**src/rtl/traffic_light_monitor_if.sv**
```systemverilog
// Lamp bus between the traffic light controller and the safety monitor,
// plus the monitor's status and fail-safe lamp drive.
interface traffic_light_monitor_if;
    logic [2:0] NS_light;
    logic [2:0] EW_light;
    logic       fault_clr;
    logic       locked;
    logic [1:0] phase;
    logic       fault;
    logic [2:0] fault_code;
    logic [7:0] cycles;
    logic [2:0] safe_NS_light;
    logic [2:0] safe_EW_light;

    modport master (
        output NS_light, EW_light, fault_clr,
        input  locked, phase, fault, fault_code, cycles, safe_NS_light, safe_EW_light
    );

    modport slave (
        input  NS_light, EW_light, fault_clr,
        output locked, phase, fault, fault_code, cycles, safe_NS_light, safe_EW_light
    );
endinterface

```
**src/rtl/traffic_light_monitor.sv**
```systemverilog
// Independent safety monitor for a four-phase traffic light controller:
// tracks phase order and dwell, latches coded faults, flashes red on fault.
module traffic_light_monitor #(
    parameter int PHASE_LEN  = 16,
    parameter int CNT_W      = 8,
    parameter int FLASH_HALF = 8
) (
    input  logic                    clk,
    input  logic                    reset,
    traffic_light_monitor_if.slave  bus
);
    localparam logic [2:0] RED    = 3'b100;
    localparam logic [2:0] YELLOW = 3'b010;
    localparam logic [2:0] GREEN  = 3'b001;
    localparam logic [2:0] DARK   = 3'b000;
    localparam int FW = $clog2(2 * FLASH_HALF) + 1;
    localparam logic [CNT_W-1:0] LEN       = CNT_W'(PHASE_LEN);
    localparam logic [FW-1:0]    FLASH_END = FW'(2 * FLASH_HALF - 1);
    localparam logic [FW-1:0]    FLASH_H   = FW'(FLASH_HALF);

    typedef enum logic [1:0] {S_SYNC, S_TRACK, S_FAULT} state_t;

    state_t           r_state;
    logic [CNT_W-1:0] r_dwell;
    logic [FW-1:0]    r_flash_cnt;
    logic             r_locked;
    logic [1:0]       r_phase;
    logic             r_fault;
    logic [2:0]       r_fault_code;
    logic [7:0]       r_cycles;
    logic [2:0]       r_safe_ns;
    logic [2:0]       r_safe_ew;

    logic             w_ns_oh;
    logic             w_ew_oh;
    logic [1:0]       w_phase;
    logic [2:0]       w_fault_code;
    logic [FW-1:0]    w_flash_nxt;

    assign w_ns_oh = $onehot(bus.NS_light);
    assign w_ew_oh = $onehot(bus.EW_light);

    // Only meaningful for a legal sample: exactly one side is red.
    always_comb begin
        w_phase = 2'd0;
        if (bus.NS_light == RED)
            w_phase = (bus.EW_light == GREEN) ? 2'd2 : 2'd3;
        else
            w_phase = (bus.NS_light == GREEN) ? 2'd0 : 2'd1;
    end

    // Priority chain gives the required 1 > 2 > ... > 6 fault precedence.
    always_comb begin
        w_fault_code = '0;
        if (r_state != S_FAULT) begin
            if (!w_ns_oh || !w_ew_oh)
                w_fault_code = 3'd1;
            else if (bus.NS_light != RED && bus.EW_light != RED)
                w_fault_code = 3'd2;
            else if (bus.NS_light == RED && bus.EW_light == RED)
                w_fault_code = 3'd3;
            else if (w_phase != r_phase) begin
                if (w_phase != r_phase + 2'd1)
                    w_fault_code = 3'd4;
                else if (r_state == S_TRACK && r_dwell < LEN)
                    w_fault_code = 3'd5;
            end else if (r_state == S_TRACK && r_dwell == LEN)
                w_fault_code = 3'd6;
        end
    end

    assign w_flash_nxt = (r_flash_cnt == FLASH_END) ? '0 : r_flash_cnt + FW'(1);

    always_ff @(posedge clk or posedge reset) begin
        if (reset) begin
            r_state      <= S_SYNC;
            r_dwell      <= '0;
            r_flash_cnt  <= '0;
            r_locked     <= 1'b0;
            r_phase      <= 2'd0;
            r_fault      <= 1'b0;
            r_fault_code <= '0;
            r_cycles     <= '0;
            r_safe_ns    <= RED;
            r_safe_ew    <= RED;
        end else if (bus.fault_clr) begin
            r_state      <= S_SYNC;
            r_dwell      <= '0;
            r_locked     <= 1'b0;
            r_fault      <= 1'b0;
            r_fault_code <= '0;
            r_safe_ns    <= bus.NS_light;
            r_safe_ew    <= bus.EW_light;
        end else if (w_fault_code != 3'd0) begin
            r_state      <= S_FAULT;
            r_fault      <= 1'b1;
            r_fault_code <= w_fault_code;
            r_locked     <= 1'b0;
            r_flash_cnt  <= '0;
            r_safe_ns    <= RED;
            r_safe_ew    <= RED;
        end else begin
            case (r_state)
                S_SYNC: begin
                    r_safe_ns <= bus.NS_light;
                    r_safe_ew <= bus.EW_light;
                    if (w_phase != r_phase) begin
                        r_state  <= S_TRACK;
                        r_locked <= 1'b1;
                        r_dwell  <= CNT_W'(1);
                        r_phase  <= w_phase;
                    end
                end
                S_TRACK: begin
                    r_safe_ns <= bus.NS_light;
                    r_safe_ew <= bus.EW_light;
                    if (w_phase == r_phase)
                        r_dwell <= r_dwell + CNT_W'(1);
                    else begin
                        r_dwell <= CNT_W'(1);
                        r_phase <= w_phase;
                        if (r_phase == 2'd3)
                            r_cycles <= r_cycles + 8'd1;
                    end
                end
                default: begin
                    r_flash_cnt <= w_flash_nxt;
                    r_safe_ns   <= (w_flash_nxt < FLASH_H) ? RED : DARK;
                    r_safe_ew   <= (w_flash_nxt < FLASH_H) ? RED : DARK;
                end
            endcase
        end
    end

    assign bus.locked        = r_locked;
    assign bus.phase         = r_phase;
    assign bus.fault         = r_fault;
    assign bus.fault_code    = r_fault_code;
    assign bus.cycles        = r_cycles;
    assign bus.safe_NS_light = r_safe_ns;
    assign bus.safe_EW_light = r_safe_ew;
endmodule

```
**src/flat_wrapper.sv**
```systemverilog
// flat-port wrapper written by rule: the top's interface ports become plain ports
module traffic_light_monitor_flat 
#(
    parameter int PHASE_LEN  = 16,
    parameter int CNT_W      = 8,
    parameter int FLASH_HALF = 8
)
  (clk, reset, bus_NS_light, bus_EW_light, bus_fault_clr, bus_locked, bus_phase, bus_fault, bus_fault_code, bus_cycles, bus_safe_NS_light, bus_safe_EW_light);
  traffic_light_monitor_if bus_i ();
  input  logic clk;
  input  logic reset;
  input wire logic [$bits(bus_i.NS_light)-1:0] bus_NS_light;
  input wire logic [$bits(bus_i.EW_light)-1:0] bus_EW_light;
  input wire logic [$bits(bus_i.fault_clr)-1:0] bus_fault_clr;
  output wire logic [$bits(bus_i.locked)-1:0] bus_locked;
  output wire logic [$bits(bus_i.phase)-1:0] bus_phase;
  output wire logic [$bits(bus_i.fault)-1:0] bus_fault;
  output wire logic [$bits(bus_i.fault_code)-1:0] bus_fault_code;
  output wire logic [$bits(bus_i.cycles)-1:0] bus_cycles;
  output wire logic [$bits(bus_i.safe_NS_light)-1:0] bus_safe_NS_light;
  output wire logic [$bits(bus_i.safe_EW_light)-1:0] bus_safe_EW_light;
  assign bus_i.NS_light = bus_NS_light;
  assign bus_i.EW_light = bus_EW_light;
  assign bus_i.fault_clr = bus_fault_clr;
  assign bus_locked = bus_i.locked;
  assign bus_phase = bus_i.phase;
  assign bus_fault = bus_i.fault;
  assign bus_fault_code = bus_i.fault_code;
  assign bus_cycles = bus_i.cycles;
  assign bus_safe_NS_light = bus_i.safe_NS_light;
  assign bus_safe_EW_light = bus_i.safe_EW_light;
  traffic_light_monitor #(.PHASE_LEN(PHASE_LEN), .CNT_W(CNT_W), .FLASH_HALF(FLASH_HALF)) u_core (.clk(clk), .reset(reset), .bus(bus_i));
endmodule
```
**config.mk**
```make
export PLATFORM = sky130hd
export DESIGN_NAME = traffic_light_monitor_flat
export DESIGN_NICKNAME = d
export VERILOG_FILES = /design/src/rtl/traffic_light_monitor_if.sv /design/src/rtl/traffic_light_monitor.sv /design/src/flat_wrapper.sv
export SDC_FILE = /design/constraint.sdc
export NUM_CORES = 1
export LEC_CHECK = 0
export ABC_AREA = 1
export CORE_MARGIN = 4
export CORE_UTILIZATION = 53
export CTS_BUF_LIST = sky130_fd_sc_hd__clkbuf_16
export CTS_CLUSTER_DIAMETER = 200
export DETAILED_ROUTE_END_ITERATION = 10
export PLACE_DENSITY = 0.86
export SLEW_MARGIN = 10
export SYNTH_ARGS = -nofsm -noshare
export SYNTH_HDL_FRONTEND = slang
export SYNTH_SLANG_ARGS = --single-unit
export TNS_END_PERCENT = 100
```
**constraint.sdc**
```tcl
create_clock -name clk -period 2.1 [get_ports clk]
set_clock_uncertainty 0.1 [all_clocks]
set_input_delay 0.315 -clock clk [delete_from_list [all_inputs] [get_ports clk]]
set_output_delay 0.315 -clock clk [all_outputs]
set_load 0.1 [all_outputs]
```
==> results of run 1 <==
[synthesized netlist by cell type, drive strengths merged]
| master | count | share of area, % |
|---|---|---|
| dfrtp | 33 | 40 |
| a21oi | 8 | 1.9 |
| nand3b | 1 | 0.36 |
| buf | 2 | 0.90 |
| o21ai | 13 | 3.1 |
| fa | 2 | 1.9 |
| nor4 | 1 | 0.30 |
| nor3 | 4 | 1.2 |
| or2 | 1 | 0.30 |
| xnor2 | 4 | 1.7 |
| clkbuf | 1 | 0.18 |
| nand4 | 9 | 3.0 |
| xor2 | 6 | 2.5 |
| dfstp | 2 | 2.5 |
| ha | 5 | 3.0 |
| inv | 41 | 7.4 |
| nor2 | 33 | 6.7 |
| nand2 | 67 | 13 |
| nand3 | 38 | 9.4 |
| and3 | 1 | 0.30 |
| nor3b | 2 | 0.72 |
[repair_timing]
item,CTS,global route
pin swaps,12,16
buffers inserted,5,3
endpoints found under the hold margin,0,0
endpoints found under the setup margin,35,35
resized for setup,33,30
cloned,0,0
[critical path, cell delays in order]
cell     delay, ns
buf_6         0.10
inv_2         0.07
fa_1          0.44
nor2_1        0.13
and3_1        0.19
nand2_1       0.10
nor3_2        0.21
nand3_2       0.18
nand4_1       0.14
nand2_2       0.11
buf_12        0.18
nand2_1       0.08
o21ai_1       0.08
[worst paths after layout]
| path | slack (ns) | depth (start not counted) | from | end |
|---|---|---|---|---|
| max | -0.16 | 13 | bus_NS_light[2] | u_core.r_flash_cnt[0] |
| min | 0.25 | 4 | bus_EW_light[1] | u_core.bus.safe_EW_light[1] |
| max reg2reg | -0.08 | 14 | u_core.r_dwell[0] | u_core.r_flash_cnt[0] |
| min reg2reg | 0.42 | 2 | u_core.bus.cycles[7] | u_core.bus.cycles[7] |
| max in group asynchronous | 1.36 | 3 | reset | u_core.bus.safe_EW_light[2] |
| min in group asynchronous | 0.29 | 3 | reset | u_core.bus.cycles[0] |
[metrics by stage]
stage	instance area [µm²]	setup WS, ns	hold WS (ns)
after CTS	2810	0.00132	0.301
after global placement	2610	-0.617	0.382
after detailed placement	2610	-0.669	0.391
after global routing	2940	-0.174	0.265
final	2940	-0.158	0.253
after floorplan	2090	0.0113	0.278
[area by class of cell]
| class | count | area (µm²) |
|---|---|---|
| Clock buffer | 5 | 125 |
| Clock inverter | 3 | 15.0 |
| Fill cell | 237 | 800 |
| Inverter | 41 | 159 |
| Multi-Input combinational cell | 195 | 1150 |
| Sequential cell | 35 | 887 |
| Tap cell | 48 | 60.1 |
| Timing Repair Buffer | 64 | 543 |
[sequential cells by signal (all words and copies together) (netlist names)]
signal / flops
u_core.r_dwell: 8
u_core.bus.safe_EW_light: 3
u_core.bus.fault_code: 3
u_core.r_flash_cnt: 5
u_core.bus.cycles: 8
u_core.bus.phase: 2
u_core.r_state: 2
u_core.bus.safe_NS_light: 3
u_core.bus.fault: 1
[power groups by stage]
stage          logic (mW)  registers (mW)  clock network, mW
4_1_cts             0.935           0.808              0.718
3_5_place_dp        0.886           0.819                  0
6_report             1.02           0.829              0.713
2_1_floorplan       0.329            1.09                  0
5_1_grt              1.09           0.834              0.757
3_3_place_gp        0.868           0.815                  0
[routing by layer]
metal / part of all wire, % / vias up / routed length, µm
li1: - / 1020 / -
met4: 4.0 / 0 / 257
met2: 49 / 119 / 3170
met1: 39 / 1054 / 2520
met3: 7.1 / 25 / 455
met5: 0 / - / 0
[cell families after synthesis]
logic type	share of synthesized area, %
compound gates	5.04
xor+xnor	4.20
fa+ha+maj	4.92
buf+inv	8.46
flops	42.1
simple gates	35.2
==> summary.txt, run 1 <==
Status
  • Run status: complete, but fails checks
  • Violations in the final reports: negative setup slack

Setup path
  • WP data arrival: 2.32 ns
  • Largest fanout on the critical path: 15
  • Category of the worst setup path capture point: register
  • Required time of the worst setup path: 2.17 ns
  • WS Path Type: in2reg
  • Startpoint class of the critical path: input pin

Route
  • Wire length reported by the detailed router: 6.40 mm
  • DRT Pass-1 Iters: 7
  • Number of routed nets with antenna violations: 0
  • DRC: 0
  • Wire per inst: 16.4 µm
  • DR vias: 2,218
  • Post-DR vias/cell: 5.67
  • Initial detailed-routing violation count: 281

Run
  • Total of max-cap violations: 0

Clock tree
  • Count of hold-fix buffers inserted at cts: 0
  • Root buffer cell: clkbuf_16
  • Maximum level of the CTS H-tree: 2
  • Number of buffers added by the clock tree synthesis step: 5
  • Sink count of the clock tree: 35
  • Clock-pin slew of the registers on the worst-case setup and hold paths: 0.06 ns
  • Clock tree from TritonCTS: yes
  • Buffer levels on the longest clock path: 2
  • Clock latency of the later-clocked register in the worst-skew pair: 0.28 ns

Synth
  • Per-instance average area after synthesis: 7.61 µm²
  • Post-synthesis cell area: 2080 µm²
  • Share of synthesized area occupied by flip-flops and latches: 42.1%
  • Flip-flop and latch count after synthesis: 35
  • Instance count of the mapped netlist: 274
  • Post-synth net total: 290
  • Post-synthesis cell type count: 29
  • Total number of yosys warnings: 0

GRT
  • Global-route met3 utilization: 5.68%
  • Met1 usage: 30.3%
  • Initial antenna violation count: 0
  • Global routing met2 resource utilization: 40.3%
  • Global-route usage over all layers: 25.5%
  • Vias in the first global route: 2,185
  • Busiest metal layer after global routing: met2
  • First-pass GRT wire length: 9.98 mm
  • Total congestion overflow: 0
  • Pin count of the biggest net entering global routing: 36

Pwr
  • Combinational power share: 39.9%
  • Clock network power share: 27.8%
  • Switching power total: 1.05 mW
  • Internal power summed over all cells: 1.51 mW
  • Share of total power in sequential cells: 32.3%
  • Total power after layout: 2.56 mW
  • Switching share of total power: 41.0%
  • Largest voltage drop on the vdd net: 0.609 mV
  • Power density cells: 871 nW/µm²
  • Leakage dissipation: 1.43 nW

Final layout
  • Share of cells above drive strength 1: 34.1%
  • Post-Layout Cell Count: 391
  • Share of the core filled with cells in the final layout: 78.6%
  • Commonest non-fill, non-tap cell in the layout: buf_4
  • Antenna diode count: 0
  • Highest-count cells in the layout ignoring fill and taps: buf_4, nand2_1, nor2_1, nand3_1
  • Final #Nets: 358
  • Synth-to-layout area growth: 41.2%

STA
  • Final slew viol count: 0
  • Final cycle utilization of the critical path: 108%
  • Tightest slew margin relative to the limit: 66.0%
  • Number of hold violations in the final report: 0
  • Final setup violation count: 28
  • Worst Tran Pin Value: 0.507 ns
  • Fin worst setup slack: -0.158 ns
  • Highest clock rate: 443 MHz
  • Post-layout minimum cycle time: 2.26 ns
  • Setup total negative slack: -1.78 ns
  • RSZ-0062 raised after global routing: yes

Floorplanning
  • Die boundary height: 70.7 µm
  • Die boundary width: 70.7 µm
  • Starting Density: 55.7%
  • Num rows: 22
  • I/O pins: 30
  • Area of the die: 5000 µm²
  • Placeable Area: 3740 µm²

Place
  • Routability congestion estimate: 0.828
  • Number of placed instances with taps included: 375
  • Number of I/O port buffers: 29
  • Final HPWL from detailed placement: 3.74 mm

Min path
  • Class of the tightest hold or removal check: in2reg
Power figures use the tool's default switching activity.
==> run 2, diff against run 1 <==
clock period = 2.85 ns   (was 2.1 ns; I/O delays follow)
==> run 2 against run 1 <==
The flow now finishes without violations. First-iteration DRC count fell by 49%. Core utilization fell by 8.2 points. Register-to-register slack improved by 0.83 ns. Global-route usage fell by 6.3 points. Non-clock buffer count fell by 22. Critical path depth rose by 1. Die area did not move. Setup slack improved by 0.37 ns. Wire length fell by 28%. Sequential power fell by 28%. Combinational power fell by 43%. Final area fell by 10%. Critical endpoint is now u_core.r_dwell[1]. Largest cell class unchanged.
==> summary.txt, run 2 (synthesized netlist as in run 1, its figures left out) <==
Final layout
  • Final #Nets: 336
  • Share of cells above drive strength 1: 19.9%
  • Highest-count cells in the layout ignoring fill and taps: nand2_1, nand3_1, inv_1, buf_4, dfrtp_1
  • Commonest non-fill, non-tap cell in the layout: nand2_1
  • Antenna diode count: 0
  • Synth-to-layout area growth: 26.5%

STA
  • Highest clock rate: 379 MHz
  • Final slew viol count: 0
  • Number of hold violations in the final report: 0
  • Final setup violation count: 0
  • Tightest slew margin relative to the limit: 68.5%
  • Setup total negative slack: 0 ns
  • RSZ-0062 raised after global routing: no
  • Post-layout minimum cycle time: 2.64 ns
  • Worst Tran Pin Value: 0.472 ns
  • Final cycle utilization of the critical path: 92.5%
  • Fin worst setup slack: 0.214 ns

Pwr
  • Power density cells: 674 nW/µm²
  • Leakage dissipation: 1.30 nW
  • Largest voltage drop on the vdd net: 0.531 mV
  • Share of total power in sequential cells: 33.5%
  • Switching power total: 0.668 mW
  • Internal power summed over all cells: 1.11 mW
  • Combinational power share: 32.6%
  • Clock network power share: 33.9%
  • Switching share of total power: 37.6%

Floorplanning
  • Die boundary height: 70.7 µm
  • I/O pins: 30
  • Placeable Area: 3740 µm²
  • Die boundary width: 70.7 µm
  • Starting Density: 55.7%
  • Num rows: 22
  • Area of the die: 5000 µm²

Setup path
  • Length in cells of the worst reg-to-reg path: 11
  • Critical path depth in cells: 14
  • Required time of the worst setup path: 2.91 ns
  • Slack of the worst reg-to-reg path: 0.75 ns
  • Slowest cell on the critical path: fa_1
  • Category of the worst setup path capture point: register
  • Largest fanout on the critical path: 8
  • WP data arrival: 2.70 ns
  • Startpoint class of the critical path: input pin
  • Reg-to-reg endpoint: u_core.r_dwell[1]
  • Critical path's top delay family: simple AND/OR/NAND/NOR gates
  • Cells traversed along the worst timing path: clkdlybuf4s50_1 -> inv_1 -> fa_1 -> nor2_1 -> and3_1 -> inv_1 -> nor2_1 -> nand2_1 -> nand2_2 -> nand2_2 -> inv_1 -> nand4_2 -> nand3_1 -> nand2_1
  • Origin of the worst setup path: bus_EW_light[0]
  • R2R Path Start: u_core.bus.phase[0]
  • Most numerous cell on the critical path: inv_1
  • Critical Path Max Stage Delay: 0.50 ns
  • Bufs and invs on worst path: 4
  • WS Path Type: in2reg

Route
  • Number of routed nets with antenna violations: 0
  • DRT Pass-1 Iters: 4
  • Wire per inst: 12.5 µm
  • Post-DR vias/cell: 5.16
  • DRC: 0
  • Initial detailed-routing violation count: 144
  • DR vias: 1,904
  • Wire length reported by the detailed router: 4.61 mm

Place
  • Routability congestion estimate: 0.796
  • Number of I/O port buffers: 29
  • Final HPWL from detailed placement: 3.46 mm
  • Post-placement worst setup slack: -0.123 ns

GRT
  • Pin count of the biggest net entering global routing: 36
  • Global-route usage over all layers: 19.1%
  • Vias in the first global route: 1,840
  • First-pass GRT wire length: 7.84 mm
  • Initial antenna violation count: 0
  • Total congestion overflow: 0

Min path
  • Cell count of the worst hold path: 2
  • Source of the worst hold timing path: u_core.bus.fault
  • Worst hold path endpoint: u_core.bus.fault
  • Class of the tightest hold or removal check: reg2reg

Clock tree
  • Buffer levels on the longest clock path: 2
  • Sink count of the clock tree: 35
  • Clock latency of the later-clocked register in the worst-skew pair: 0.27 ns
  • Root buffer cell: clkbuf_16
  • Maximum level of the CTS H-tree: 2
  • Count of hold-fix buffers inserted at cts: 0
  • Clock-pin slew of the registers on the worst-case setup and hold paths: 0.05 ns
  • Clock tree from TritonCTS: yes
  • Number of buffers added by the clock tree synthesis step: 5

Run
  • Total of max-cap violations: 0

Status
  • Run status: complete, no violations
run 2: layout make-up:
type | instances | area (µm²)
fillers | 316 | 1110
repair buffers | 42 | 335
well taps | 48 | 60.1
clock inverters | 3 | 38.8
multi-input cells | 195 | 1040
flip-flops and latches | 35 | 878
clock buffers | 5 | 125
inverters | 41 | 154
run 2: how the worst max path moves through the flow:
| stage | endpoint | slack [ns] |
|---|---|---|
| global placement | u_core.bus.safe_EW_light[2] | 0.01 |
| detailed placement | u_core.bus.safe_NS_light[2] | -0.12 |
| floorplan | u_core.bus.cycles[2] | 0.38 |
| finish | u_core.r_dwell[1] | 0.21 |
| global route | u_core.r_dwell[6] | 0.009 |
| CTS | u_core.bus.safe_NS_light[2] | 0.14 |
run 2: stage by stage:
stage / cell area [µm²] / utilization [%] / total power, mW / hold slack, ns / std cells
after global placement: 2450 / 65.4 / 1.16 / 0.396 / 360
after floorplan: 2080 / - / 1.04 / 0.381 / 274
after CTS: 2610 / 69.8 / 1.78 / 0.421 / 368
after detailed placement: 2450 / 65.4 / 1.18 / 0.402 / 360
final: 2640 / 70.4 / 1.78 / 0.417 / 369
after global routing: 2640 / 70.4 / 1.87 / 0.452 / 369
run 2: what timing repair did:
action / 4_1_cts / 5_1_grt
endpoints found under the setup margin: 0 / 19
gates resized for setup: 0 / 3
buffers inserted: 0 / 1
run 2: power groups by stage:
| stage | Combinational [mW] | Clock (mW) | Sequential (mW) |
|---|---|---|---|
| finish | 0.578 | 0.603 | 0.595 |
| floorplan | 0.243 | 0 | 0.795 |
| detailed placement | 0.575 | 0 | 0.601 |
| global placement | 0.560 | 0 | 0.600 |
| CTS | 0.576 | 0.614 | 0.594 |
| global route | 0.628 | 0.639 | 0.602 |
run 2: routing by layer:
metal,track usage [%],part of all wire (%),up-vias
met3,3.98,4.1,4
li1,-,-,971
met2,32.7,50,39
met1,24.5,45,890
met4,5.22,0.65,0
met5,0,0,-
run 2: worst register-to-register path, stage by stage, from the launching register on:
cell     delay, ns
dfrtp_1       0.44
ha_1          0.34
inv_1         0.06
nand2_1       0.04
nand2_1       0.09
nand4_1       0.09
nand3_1       0.16
nand2_2       0.10
inv_1         0.12
nand4_2       0.24
nand3_1       0.16
nand2_1       0.06
==> run 3, diff against run 2 <==
CORE_UTILIZATION = 55   (was 53)
PLACE_DENSITY = 0.89   (was 0.86)
clock period = 3.15 ns   (was 2.85 ns; I/O delays follow)
==> run 3 against run 2 <==
Register-to-register slack better by 0.20 ns. Wire length decreased by 3.8%. Global-route usage is 1.0 points higher. Critical path depth fell by 2. Combinational power shrank 11%. Largest cell class unchanged. Final area fell by 3.8%. Cell count decreased by 2.2%. Hold slack got worse by 0.0075 ns. Via count decreased by 2.4%. Critical path type unchanged. Non-clock buffer count shrank 8. Sequential power is 9.4% lower. Die area decreased by 3.2%.
==> summary.txt, run 3 (synthesized netlist as in run 1, its figures left out) <==
STA
  • RSZ-0062 raised after global routing: no
  • Final slew viol count: 0
  • Tightest slew margin relative to the limit: 68.3%
  • Final setup violation count: 0
  • Final cycle utilization of the critical path: 90.7%
  • Setup total negative slack: 0 ns
  • Worst Tran Pin Value: 0.475 ns
  • Number of hold violations in the final report: 0
  • Post-layout minimum cycle time: 2.86 ns
  • Highest clock rate: 350 MHz
  • Worst hold-check slack: 0.410 ns

Setup path
  • WP data arrival: 2.92 ns
  • Reg-to-reg endpoint: u_core.bus.cycles[3]
  • R2R Path Start: u_core.bus.phase[0]
  • WS Path Type: in2reg
  • Length in cells of the worst reg-to-reg path: 11
  • Origin of the worst setup path: bus_NS_light[0]
  • Bufs and invs on worst path: 3
  • Most numerous cell on the critical path: nor2_1
  • Largest fanout on the critical path: 17
  • Category of the worst setup path capture point: register
  • Critical Path Max Stage Delay: 0.50 ns
  • Slowest cell on the critical path: clkdlybuf4s50_1
  • Critical path's top delay family: simple AND/OR/NAND/NOR gates
  • Required time of the worst setup path: 3.22 ns
  • Cells traversed along the worst timing path: clkdlybuf4s50_1 -> inv_2 -> fa_1 -> nor2_1 -> and3_1 -> nand2_1 -> nor3_1 -> nand3_1 -> nand4_1 -> nand2_2 -> inv_1 -> nor2_1
  • Startpoint class of the critical path: input pin
  • Slack of the worst reg-to-reg path: 0.95 ns

Place
  • Routability congestion estimate: 0.806
  • Number of I/O port buffers: 29
  • Final HPWL from detailed placement: 3.21 mm

Floorplanning
  • Die boundary height: 69.6 µm
  • Num rows: 22
  • Placeable Area: 3660 µm²
  • Die boundary width: 69.6 µm
  • I/O pins: 30
  • Area of the die: 4840 µm²
  • Starting Density: 56.9%

Final layout
  • Commonest non-fill, non-tap cell in the layout: nand2_1
  • Filler Cell Count: 290
  • Share of cells above drive strength 1: 16.9%
  • Storage element area: 878 µm²
  • Final #Nets: 328
  • Antenna diode count: 0
  • Area of the multi-input gates: 1030 µm²
  • Synth-to-layout area growth: 21.6%
  • Highest-count cells in the layout ignoring fill and taps: nand2_1, inv_1, nand3_1, dfrtp_1, nor2_1

Pwr
  • Largest voltage drop on the vdd net: 0.568 mV
  • Switching share of total power: 39.7%
  • Internal power summed over all cells: 0.914 mW
  • Combinational power share: 34.0%
  • Switching power total: 0.601 mW
  • Clock network power share: 30.5%
  • Share of total power in sequential cells: 35.6%
  • Power density cells: 598 nW/µm²
  • Leakage dissipation: 1.26 nW

Clock tree
  • Number of buffers added by the clock tree synthesis step: 5
  • Clock tree from TritonCTS: yes
  • Post-cts repair resize count: 0
  • Post-CTS setup buffer count: 0
  • Buffer levels on the longest clock path: 2
  • Count of hold-fix buffers inserted at cts: 0
  • Maximum level of the CTS H-tree: 2
  • Clock latency of the later-clocked register in the worst-skew pair: 0.28 ns
  • Root buffer cell: clkbuf_16
  • Clock-pin slew of the registers on the worst-case setup and hold paths: 0.05 ns
  • Sink count of the clock tree: 35

Min path
  • Source of the worst hold timing path: u_core.bus.fault
  • Worst hold path endpoint: u_core.bus.fault
  • Class of the tightest hold or removal check: reg2reg
  • Cell count of the worst hold path: 2

GRT
  • First-pass GRT wire length: 7.82 mm
  • Total congestion overflow: 0
  • Global-route usage over all layers: 20.1%
  • Initial antenna violation count: 0
  • Vias in the first global route: 1,711
  • Pin count of the biggest net entering global routing: 36

Route
  • Post-DR vias/cell: 5.15
  • Number of routed nets with antenna violations: 0
  • Wire per inst: 12.3 µm
  • DRC: 0
  • DR vias: 1,858
  • Initial detailed-routing violation count: 126
  • Wire length reported by the detailed router: 4.44 mm
  • DRT Pass-1 Iters: 5

Run
  • Total of max-cap violations: 0

Status
  • Run status: complete, no violations
[run 3: cell count changes in the layout (fill, tap and decap cells not counted), sizes merged]
cell,delta
bufinv,-1
buf,-8
inv,+1
[run 3: final cells by class]
| cell class | instances | share of cell area, % |
|---|---|---|
| Clock buffer | 5 | 4.94 |
| Clock inverter | 3 | 0.494 |
| Inverter | 41 | 6.07 |
| Multi-Input combinational cell | 195 | 40.6 |
| Sequential cell | 35 | 34.6 |
| Tap cell | 48 | 2.37 |
| Timing Repair Buffer | 34 | 10.9 |
[run 3: worst max-delay path by stage]
stage	endpoint	cells after the start	slack, ns
final	u_core.bus.safe_NS_light[1]	12	0.29
after global routing	u_core.bus.safe_NS_light[1]	12	0.05
after CTS	u_core.bus.safe_NS_light[1]	12	0.33
after detailed placement	u_core.bus.safe_NS_light[1]	12	0.16
after global placement	u_core.bus.safe_NS_light[1]	12	0.23
after floorplan	u_core.bus.cycles[2]	11	0.68
[run 3: per-stage QoR]
step | util [%] | cells | power, mW | area (µm²) | setup WS (ns)
2_1_floorplan | - | 274 | 0.939 | 2080 | 0.679
3_3_place_gp | 65.5 | 353 | 1.04 | 2400 | 0.233
3_5_place_dp | 65.5 | 353 | 1.05 | 2400 | 0.157
4_1_cts | 69.2 | 361 | 1.53 | 2530 | 0.333
5_1_grt | 69.2 | 361 | 1.60 | 2530 | 0.0524
6_report | 69.2 | 361 | 1.52 | 2530 | 0.293
[run 3: power by group through the flow]
stage / combinational (mW) / clock, mW / sequential (mW)
after global placement: 0.498 / 0 / 0.543
after floorplan: 0.220 / 0 / 0.719
after detailed placement: 0.509 / 0 / 0.545
after global routing: 0.557 / 0.493 / 0.547
after CTS: 0.514 / 0.473 / 0.539
final: 0.515 / 0.462 / 0.539
[run 3: worst min-delay path, cell delays in order, from the launching register on]
cell and delay (ns):
dfrtp_1 0.33, o21ai_0 0.09, inv_1 0.05
[run 3: layer usage]
layer	wire length [µm]	up-vias	part of all wire [%]	global-route usage, %
met2	2090	48	47	30.9
met4	88	0	2.0	9.33
met5	0	-	0	0
met3	242	10	5.5	4.93
met1	2010	843	45	26.7
li1	-	957	-	-
